### config.mk
export PLATFORM = sky130hd
export DESIGN_NAME = gps_uart_rx
export DESIGN_NICKNAME = d
export VERILOG_FILES = /design/src/rtl/gps_uart_pkg.sv /design/src/rtl/byte_fifo.sv /design/src/rtl/gps_uart_rx.sv
export SDC_FILE = /design/constraint.sdc
export NUM_CORES = 1
export LEC_CHECK = 0
export CAP_MARGIN = 20
export CORE_ASPECT_RATIO = 0.7
export CORE_MARGIN = 3
export CORE_UTILIZATION = 60
export CTS_BUF_LIST = sky130_fd_sc_hd__clkbuf_4 sky130_fd_sc_hd__clkbuf_8 sky130_fd_sc_hd__clkbuf_16
export CTS_CLUSTER_SIZE = 24
export DETAILED_ROUTE_END_ITERATION = 7
export GPL_TIMING_DRIVEN = 0
export HOLD_SLACK_MARGIN = 0.1
export PLACE_DENSITY = 0.78
export SLEW_MARGIN = 20
export SYNTH_ARGS = -nofsm -noshare
export SYNTH_HDL_FRONTEND = slang
export SYNTH_SLANG_ARGS = --single-unit
### constraint.sdc
create_clock -name clk_clk -period 3.3 [get_ports clk_clk]
set_input_delay 0.66 -clock clk_clk [delete_from_list [all_inputs] [get_ports clk_clk]]
set_output_delay 0.66 -clock clk_clk [all_outputs]
set_load 0.03 [all_outputs]
### src/rtl/gps_uart_pkg.sv
`default_nettype none
// ---------------------------------------------------------------------------
// gps_uart_pkg : shared types and helpers for the GPS UART receiver. Rev 1.0
// ---------------------------------------------------------------------------
package gps_uart_pkg;

  typedef enum logic [2:0] {
    IDLE      = 3'd0,
    START     = 3'd1,
    DATA      = 3'd2,
    STOP      = 3'd3,
    WAIT_IDLE = 3'd4
  } rx_state_t;

  localparam int OVS = 16;

  // Clocks per oversample tick, rounded to nearest.
  function automatic int calc_div(input int clk_hz, input int baud);
    return (clk_hz + baud * (OVS / 2)) / (baud * OVS);
  endfunction

endpackage
`default_nettype wire

### src/rtl/byte_fifo.sv
`default_nettype none
// ---------------------------------------------------------------------------
// byte_fifo : synchronous show-ahead FIFO with push/pop and occupancy. Rev 1.0
// ---------------------------------------------------------------------------
module byte_fifo #(
  parameter int WIDTH = 8,
  parameter int DEPTH = 16
) (
  input  logic                   clk,
  input  logic                   rst_n,
  input  logic                   push,
  input  logic [WIDTH-1:0]       push_data,
  input  logic                   pop,
  output logic [WIDTH-1:0]       pop_data,
  output logic                   full,
  output logic                   empty,
  output logic [$clog2(DEPTH):0] count
);

  localparam int AW = $clog2(DEPTH);

  if ((DEPTH < 2) || ((1 << AW) != DEPTH)) begin : g_depth_check
    $error("byte_fifo: DEPTH must be a power of two and at least 2");
  end

  logic [WIDTH-1:0] mem_q [DEPTH];
  logic [AW-1:0]    wr_ptr_q, wr_ptr_d;
  logic [AW-1:0]    rd_ptr_q, rd_ptr_d;
  logic [AW:0]      count_q, count_d;
  logic             do_push, do_pop;

  assign empty    = (count_q == '0);
  assign full     = (count_q == (AW+1)'(DEPTH));
  assign count    = count_q;
  assign pop_data = empty ? '0 : mem_q[rd_ptr_q];

  // A pop in the same cycle frees a slot, so a full FIFO can still take a push.
  assign do_pop  = pop && !empty;
  assign do_push = push && (!full || do_pop);

  always_comb begin
    wr_ptr_d = wr_ptr_q;
    rd_ptr_d = rd_ptr_q;
    count_d  = count_q;
    if (do_push) wr_ptr_d = wr_ptr_q + AW'(1);
    if (do_pop)  rd_ptr_d = rd_ptr_q + AW'(1);
    case ({do_push, do_pop})
      2'b10:   count_d = count_q + (AW+1)'(1);
      2'b01:   count_d = count_q - (AW+1)'(1);
      default: count_d = count_q;
    endcase
  end

  always_ff @(posedge clk or negedge rst_n) begin
    if (!rst_n) begin
      wr_ptr_q <= '0;
      rd_ptr_q <= '0;
      count_q  <= '0;
    end else begin
      wr_ptr_q <= wr_ptr_d;
      rd_ptr_q <= rd_ptr_d;
      count_q  <= count_d;
    end
  end

  always_ff @(posedge clk) begin
    if (do_push) mem_q[wr_ptr_q] <= push_data;
  end

endmodule
`default_nettype wire

### src/rtl/gps_uart_rx.sv
`default_nettype none
// ---------------------------------------------------------------------------
// gps_uart_rx : 16x-oversampled 8N1 UART receiver feeding a byte FIFO. Rev 1.0
// ---------------------------------------------------------------------------
module gps_uart_rx
  import gps_uart_pkg::*;
#(
  parameter int CLK_HZ     = 50_000_000,
  parameter int BAUD       = 9600,
  parameter int DATA_BITS  = 8,
  parameter int FIFO_DEPTH = 16
) (
  input  logic                          clk_clk,
  input  logic                          reset_reset_n,
  input  logic                          rxd,
  output logic [DATA_BITS-1:0]          rd_data,
  output logic                          rd_valid,
  input  logic                          rd_ready,
  output logic [$clog2(FIFO_DEPTH):0]   fifo_count,
  output logic                          frame_err,
  output logic                          overrun_err
);

  localparam int DIV    = calc_div(CLK_HZ, BAUD);
  localparam int TICK_W = (DIV > 1) ? $clog2(DIV) : 1;
  localparam int BIDX_W = $clog2(DATA_BITS + 1);

  if (DIV < 1) begin : g_div_check
    $error("gps_uart_rx: CLK_HZ too low for BAUD at 16x oversampling");
  end

  rx_state_t            state_q, state_d;
  logic [1:0]           sync_q, sync_d;
  logic [TICK_W-1:0]    tick_cnt_q, tick_cnt_d;
  logic [3:0]           osc_q, osc_d;
  logic [BIDX_W-1:0]    bit_idx_q, bit_idx_d;
  logic [DATA_BITS-1:0] shift_q, shift_d;
  logic                 frame_err_q, frame_err_d;
  logic                 overrun_q, overrun_d;
  logic                 rxd_s, tick, byte_done;
  logic                 fifo_full, fifo_empty;

  assign sync_d = {sync_q[0], rxd};
  assign rxd_s  = sync_q[1];
  assign tick   = (tick_cnt_q == TICK_W'(DIV - 1));

  always_comb begin
    state_d     = state_q;
    osc_d       = osc_q;
    bit_idx_d   = bit_idx_q;
    shift_d     = shift_q;
    byte_done   = 1'b0;
    frame_err_d = 1'b0;

    // Held at zero in IDLE so the first tick is phase-locked to the start edge.
    if (state_q == IDLE || tick) tick_cnt_d = '0;
    else                         tick_cnt_d = tick_cnt_q + TICK_W'(1);

    case (state_q)
      IDLE: begin
        if (!rxd_s) begin
          state_d = START;
          osc_d   = '0;
        end
      end
      START: begin
        if (tick) begin
          if (osc_q == 4'(OVS / 2 - 1)) begin
            osc_d     = '0;
            bit_idx_d = '0;
            state_d   = rxd_s ? IDLE : DATA;
          end else begin
            osc_d = osc_q + 4'd1;
          end
        end
      end
      DATA: begin
        if (tick) begin
          osc_d = osc_q + 4'd1;
          if (osc_q == 4'(OVS - 1)) begin
            shift_d   = {rxd_s, shift_q[DATA_BITS-1:1]};
            bit_idx_d = bit_idx_q + BIDX_W'(1);
            if (bit_idx_q == BIDX_W'(DATA_BITS - 1)) state_d = STOP;
          end
        end
      end
      STOP: begin
        if (tick) begin
          osc_d = osc_q + 4'd1;
          if (osc_q == 4'(OVS - 1)) begin
            if (rxd_s) begin
              byte_done = 1'b1;
              state_d   = IDLE;
            end else begin
              frame_err_d = 1'b1;
              state_d     = WAIT_IDLE;
            end
          end
        end
      end
      WAIT_IDLE: begin
        if (rxd_s) state_d = IDLE;
      end
      default: state_d = IDLE;
    endcase
  end

  // A full FIFO with a pop this cycle still accepts the byte.
  assign overrun_d = byte_done && fifo_full && !rd_ready;

  always_ff @(posedge clk_clk or negedge reset_reset_n) begin
    if (!reset_reset_n) begin
      state_q     <= IDLE;
      sync_q      <= 2'b11;
      tick_cnt_q  <= '0;
      osc_q       <= '0;
      bit_idx_q   <= '0;
      shift_q     <= '0;
      frame_err_q <= 1'b0;
      overrun_q   <= 1'b0;
    end else begin
      state_q     <= state_d;
      sync_q      <= sync_d;
      tick_cnt_q  <= tick_cnt_d;
      osc_q       <= osc_d;
      bit_idx_q   <= bit_idx_d;
      shift_q     <= shift_d;
      frame_err_q <= frame_err_d;
      overrun_q   <= overrun_d;
    end
  end

  byte_fifo #(
    .WIDTH (DATA_BITS),
    .DEPTH (FIFO_DEPTH)
  ) u_fifo (
    .clk       (clk_clk),
    .rst_n     (reset_reset_n),
    .push      (byte_done),
    .push_data (shift_q),
    .pop       (rd_ready),
    .pop_data  (rd_data),
    .full      (fifo_full),
    .empty     (fifo_empty),
    .count     (fifo_count)
  );

  assign rd_valid    = !fifo_empty;
  assign frame_err   = frame_err_q;
  assign overrun_err = overrun_q;

endmodule
`default_nettype wire

-- Yosys cells after proc, flatten, opt, wreduce, memory -nomap -nowiden
Memories as Yosys holds them, arrays and structs flattened.
Cells that the tools add are included.
- register bits: 45
- latch bits: 0
- RAM bits: 128
- bits in read-only memories: 0
- input bits: 4
- output and inout port bits: 16
- word-level logic and storage cells: 94
- memories kept: 1
- $add $sub $neg: 7
- multiply operators: 0
- divide/modulo/power cells: 0
- $lt $le $gt $ge: 0
- equality and inequality tests: 21
- shift operators: 0
- mux-type cells: 35
- bitwise gates (word level): 0
- reduce and logical (&&, ||, !) cells: 19
- memory list (memory ; depth ; bits a word ; read ports ; clocked after Yosys merged registers in ; wr ports ; line ; RTL):
    u_fifo.mem_q ; 16 ; 8 ; 1 ; 0 ; 1 ; byte_fifo.sv:26 ; logic [WIDTH-1:0] mem_q [DEPTH];
- operator list (operator ; count):
    4-bit 2-to-1 mux ; 8
    3-bit 2-to-1 mux ; 10
    2-bit != test (second input constant) ; 9
    4-bit by 1-bit adder with 4-bit output (second input constant) ; 4
    3-bit one-hot mux with 5 select lines ; 1
    4-bit one-hot mux with 3 select lines ; 1
    1-bit 2-to-1 mux ; 10
    5-bit one-hot mux with 2 select lines ; 1
    9-bit by 1-bit adder with 9-bit output (second input constant) ; 1
    9-bit equality test (second input constant) ; 1
    9-bit 2-to-1 mux ; 1
    9-bit AND reduction ; 1
    4-bit by 3-bit equality test with 1-bit output (second input constant) ; 2
    8-bit 2-to-1 mux ; 1
    4-bit one-hot mux with 2 select lines ; 1
    3-bit by 2-bit equality test with 1-bit output (second input constant) ; 2
    5-bit by 1-bit adder with 5-bit output (second input constant) ; 1
    5-bit equality test (second input constant) ; 1
    5-bit zero test ; 1
    5-bit AND reduction ; 1
    5-bit by 1-bit subtractor with 5-bit output (second input constant) ; 1
    4-bit equality test (second input constant) ; 1
    1-bit logical AND ; 4
    4-bit AND reduction ; 1
    13 further kinds ; 17

-- Depth between registers and ports, before layout
- word-level depth: 7
- depth in mapped cells: 15
- mapped depth without buffers: 13

-- By module
Synthesis repeated with hierarchy kept, for this count alone.
- cells, all modules: 456
- area total of the unflattened synthesis: 7482.2 µm²
- by module, submodules not included (module ; times used ; cells an instance ; area each (µm²)):
    byte_fifo ; 1 ; 302 ; 5878.1
    gps_uart_rx ; 1 ; 154 ; 1604.0

-- Worst setup path after synthesis
No wires, ideal clock.
- path kind: register -> register
- start: register u_fifo.count_q[2], in the netlist u_fifo.count[2]
- end: register u_fifo.count_q[4], in the netlist u_fifo.count[4]
- library setup time: 0.134 ns
- data arrival time: 2.739 ns
- required time: 3.166 ns
- setup slack: 0.427 ns
- stages on the path, launching flop included: 14
- path buffers: 2
- path through: dfrtp_1 nor4_2 nand3_1 and3_1 buf_4 inv_4 ha_1 clkbuf_1 xor2_1 ha_1 o211ai_1 a211oi_1 a31oi_1 xnor2_1
- word-level cells in the longest chain between the ends: 7
- elaborated cells on any way between the ends: 13
- those cells by class: add/sub (2); eq/ne (3); mux (1); reduce/logical (7)
- ends and longest elaborated chain (item ; line ; RTL):
    start, declared ; byte_fifo.sv:29 ; logic [AW:0] count_q, count_d;
    start signal, assigned ; byte_fifo.sv:62 ; count_q <= count_d;
    5-bit zero test ; byte_fifo.sv:32 ; assign empty = (count_q == '0);
    1-bit zero test ; byte_fifo.sv:38 ; assign do_pop = pop && !empty;
    1-bit logical AND ; byte_fifo.sv:38 ;
    1-bit logical OR ; byte_fifo.sv:39 ; assign do_push = push && (!full || do_pop);
    1-bit logical AND ; byte_fifo.sv:39 ;
    2-bit by 1-bit equality test with 1-bit output / 2-bit equality test (equally long branches) ; byte_fifo.sv:47 ; case ({do_push, do_pop})
    5-bit one-hot mux with 2 select lines / 2-bit nonzero test (equally long branches) ; n/a ;
Several ways; a longest one is shown, not always the timed one.
A chain may end at the register's enable or synchronous reset.

-- Worst setup path in the final report
- start: register u_fifo.rd_ptr_q[1]
- end: output port rd_data[2]
- word-level cells in the longest chain between the ends: 2
- ends and longest elaborated chain (item ; line ; RTL):
    start, declared ; byte_fifo.sv:28 ; logic [AW-1:0] rd_ptr_q, rd_ptr_d;
    start signal, assigned ; byte_fifo.sv:61 ; rd_ptr_q <= rd_ptr_d;
    memory 16 x 8 bit ; n/a ;
    8-bit 2-to-1 mux ; byte_fifo.sv:35 ; assign pop_data = empty ? '0 : mem_q[rd_ptr_q];
    end, declared ; gps_uart_rx.sv:16 ; output logic [DATA_BITS-1:0] rd_data,
Every way passes these cells.

==> results.sh <==
export IMPL_grt_pass1_wl_mm=23.9
export IMPL_initial_core_util_pct=62.5
export IMPL_cts_max_level=4
export IMPL_hold_class="in2async"
export IMPL_core_area_um2=11900
export IMPL_rsz0062_at_grt="true"
export IMPL_synth_area_leaders="edfxtp_1 (52%), dfrtp_1 (14%), mux4_2 (9.7%), mux2_2 (2.9%), ha_1 (2.2%)"
export IMPL_vias_per_cell=6.31
export IMPL_path_clk_slew_ns=0.06
export IMPL_cts_buffers=17
export IMPL_io_pins=20
export IMPL_postLayoutCoreUtil_pct=71.1
export IMPL_cpMostUsedCell="buf_6"
export IMPL_crit_path_end_kind="primary output"
export IMPL_ir_drop_v=0.000416
export IMPL_nNetsFinal=502
export IMPL_cp_slowest_cell="mux4_2"
export IMPL_post_route_period_util_pct=95.9
export IMPL_yosys_warnings=0
export IMPL_die_area_um2=13800
export IMPL_drv_slew=0
export IMPL_synth_top_area_share_pct=51.6
export IMPL_clock_sinks=173
export IMPL_firstDrtPassIters=4
export IMPL_clk_latency_ns=0.42
export IMPL_fillerInstances=729
export IMPL_outcome="completed"
export IMPL_setup_viol=0
export IMPL_wl_per_cell_um=23.5
export IMPL_drc=0
export IMPL_place_inst=619
export IMPL_globalplace_congestion=0.846
export IMPL_drtIter0Drc=375
export IMPL_synth_cell_types=50
export IMPL_tns_ns=0
export IMPL_vias=4130
export IMPL_required_ns=2.64
export IMPL_track_usage_pct=23.2
export IMPL_avgSynthCellArea_um2=16.9
export IMPL_worst_slew_pin_slew_ns=1.09
export IMPL_synthCells=442
export IMPL_cts_tree="done"
export IMPL_grt_antenna_before_repair=0
export IMPL_port_buffers=19
export IMPL_wirelength_mm=15.4
export IMPL_async_flop_share_pct=26.0
export IMPL_ys_seq_area_share_pct=66.7
export IMPL_grt_overflow=0
export IMPL_hold_viol=0
export IMPL_critPathLaunchType="register"
export IMPL_grt_pass1_vias=4244
export IMPL_synth_most_common_cell="edfxtp_1"
export IMPL_ys_top_cells_by_count="edfxtp_1 (128), dfrtp_1 (43), mux4_2 (32)"
export IMPL_grt_max_degree=27
export IMPL_max_freq_mhz=316
export IMPL_die_x_um=139
export IMPL_critPathMaxFanout=10
export IMPL_cap_viol_max_count=0
export IMPL_diodes=0
export IMPL_root_buffer="clkbuf_16"
export IMPL_syn_area_um2=7450
export IMPL_synth_top_flop_cell="edfxtp_1"
export IMPL_die_h_um=99.2
export IMPL_ant_nets=0
export IMPL_synth_top_area_cell="edfxtp_1"
export IMPL_clock_path_buffers=2
export IMPL_layout_drive_gt1_share_pct=26.1
export IMPL_hpwl_mm=9.62
export IMPL_worst_path_dominant_cell_family="multiplexers"
export IMPL_stdcell_count=655
export IMPL_path_buf_inv=3
export IMPL_synth_fp_nets=459
export IMPL_power_leakage_nw=3.37
export IMPL_fin_skew_ns=0.00737
export IMPL_fin_crit_ns=3.16
export IMPL_p_per_area_nw_per_um2=652
export IMPL_area_delta_synth_final_pct=13.8
export IMPL_crit_arrival_ns=2.50
export IMPL_ys_ff_latch=173
export IMPL_rows=33
export IMPL_max_slew_margin_pct=26.6
export IMPL_crit_chain="buf_6 -> buf_6 -> mux4_2 -> mux2_2 -> o21ai_1 -> a21oi_1 -> dlygate4sd2_1"
export IMPL_slowest_delay_ns=0.51
export IMPL_crit_type="reg2out"
export IMPL_synth_edf_count=128
==> routing by layer <==
metal | share of wire (%) | up-vias | track usage, %
met3 | 4.9 | 19 | 5.14
met1 | 44 | 2165 | 32.6
met5 | 0 | - | 0
met4 | 1.4 | 0 | 6.32
li1 | - | 1830 | -
met2 | 49 | 116 | 37.6
==> metrics by stage <==
step	setup slack [ns]	total power [mW]	cell area (µm²)	hold slack, ns
after floorplan	0.427	3.33	7450	0.345
final	0.135	5.53	8480	0.189
after detailed placement	-0.199	3.72	7850	0.355
after CTS	0.00789	5.55	8410	0.188
after global routing	-0.0497	5.74	8480	0.211
after global placement	-0.0607	3.68	7840	0.346
==> state kept, by name (all words and copies together) (netlist names) <==
| register | count |
|---|---|
| u_fifo.mem_q | 128 |
| tick_cnt_q | 9 |
| shift_q | 8 |
| u_fifo.count | 5 |
| bit_idx_q | 4 |
| osc_q | 4 |
| u_fifo.rd_ptr_q | 4 |
| u_fifo.wr_ptr_q | 4 |
| state_q | 3 |
| sync_q | 2 |
| frame_err | 1 |
| overrun_err | 1 |
==> path summary, 6_finish.rpt <==
check	slack [ns]	startpoint	end	cells past startpoint
max in group asynchronous	2.59	reset_reset_n	u_fifo.count[1]$_DFFE_PN0P_	2
min reg2reg	0.36	sync_q[0]$_DFF_PN1_	sync_q[1]$_DFF_PN1_	0
max	0.14	u_fifo.rd_ptr_q[1]$_DFFE_PN0P_	rd_data[2]	7
min in group clk_clk	0.36	sync_q[0]$_DFF_PN1_	sync_q[1]$_DFF_PN1_	0
min	0.19	reset_reset_n	osc_q[1]$_DFFE_PN0P_	1
max reg2reg	0.14	tick_cnt_q[1]$_DFF_PN0_	u_fifo.count[4]$_DFFE_PN0P_	15
==> kinds of logic (layout without fill, tap and decap cells) <==
group           count (synthesis)  in the layout  synth area share [%]
flops                         173            173                  66.7
simple gates                  100            100                  9.25
mux                            61             61                  13.9
compound gates                 44             44                  3.49
buf+inv                        32             88                  2.23
xor+xnor                       19             19                  2.23
fa+ha+maj                      13             13                  2.18
==> report_power, final <==
part | switching (mW) | internal [mW]
Sequential | 0.0857 | 2.37
Clock | 0.827 | 1.03
Combinational | 0.710 | 0.501
==> layout make-up <==
cell class / instances / area [µm²] / area share (%)
Sequential cell: 173 / 4970 / 58.7
Multi-Input combinational cell: 237 / 2370 / 28.0
Clock buffer: 17 / 425 / 5.02
Timing Repair Buffer: 24 / 204 / 2.40
Tap cell: 157 / 196 / 2.32
Buffer: 22 / 143 / 1.68
Clock inverter: 15 / 125 / 1.48
Inverter: 10 / 40.0 / 0.472
==> timing repair <==
| item | 4_1_cts | 5_1_grt |
|---|---|---|
| pin swaps | 0 | 2 |
| endpoints found under the setup margin | 9 | 10 |
| buffers inserted | 0 | 4 |
| cloned | 0 | 0 |
| gates resized for setup | 15 | 21 |
| endpoints found under the hold margin | 0 | 0 |
| hold buffers | 0 | 0 |
==> cell usage in the layout, fill, tap and decap left out, types with 3 or more instances in the layout <==
| master | count |
|---|---|
| clkdlybuf4s50_1 | 10 |
| clkbuf_2 | 7 |
| o21ai_1 | 7 |
| inv_1 | 9 |
| clkinv_1 | 3 |
| and4b_1 | 8 |
| nand4_1 | 8 |
| buf_2 | 6 |
| nor2_1 | 20 |
| xnor2_1 | 9 |
| a31oi_1 | 6 |
| and4_1 | 5 |
| ha_1 | 12 |
| and3_1 | 5 |
| dfrtp_1 | 41 |
| xor2_1 | 10 |
| a21oi_1 | 14 |
| clkbuf_16 | 17 |
| nor2b_1 | 4 |
| buf_6 | 4 |
| buf_4 | 9 |
| nor4b_4 | 3 |
| nand3_1 | 10 |
| clkinvlp_4 | 7 |
| clkbuf_1 | 6 |
| mux4_2 | 32 |
| edfxtp_1 | 128 |
| nand2_1 | 15 |
| mux2i_1 | 10 |
| o21ai_0 | 5 |
| mux2_2 | 19 |
Power figures use the tool's default switching activity.
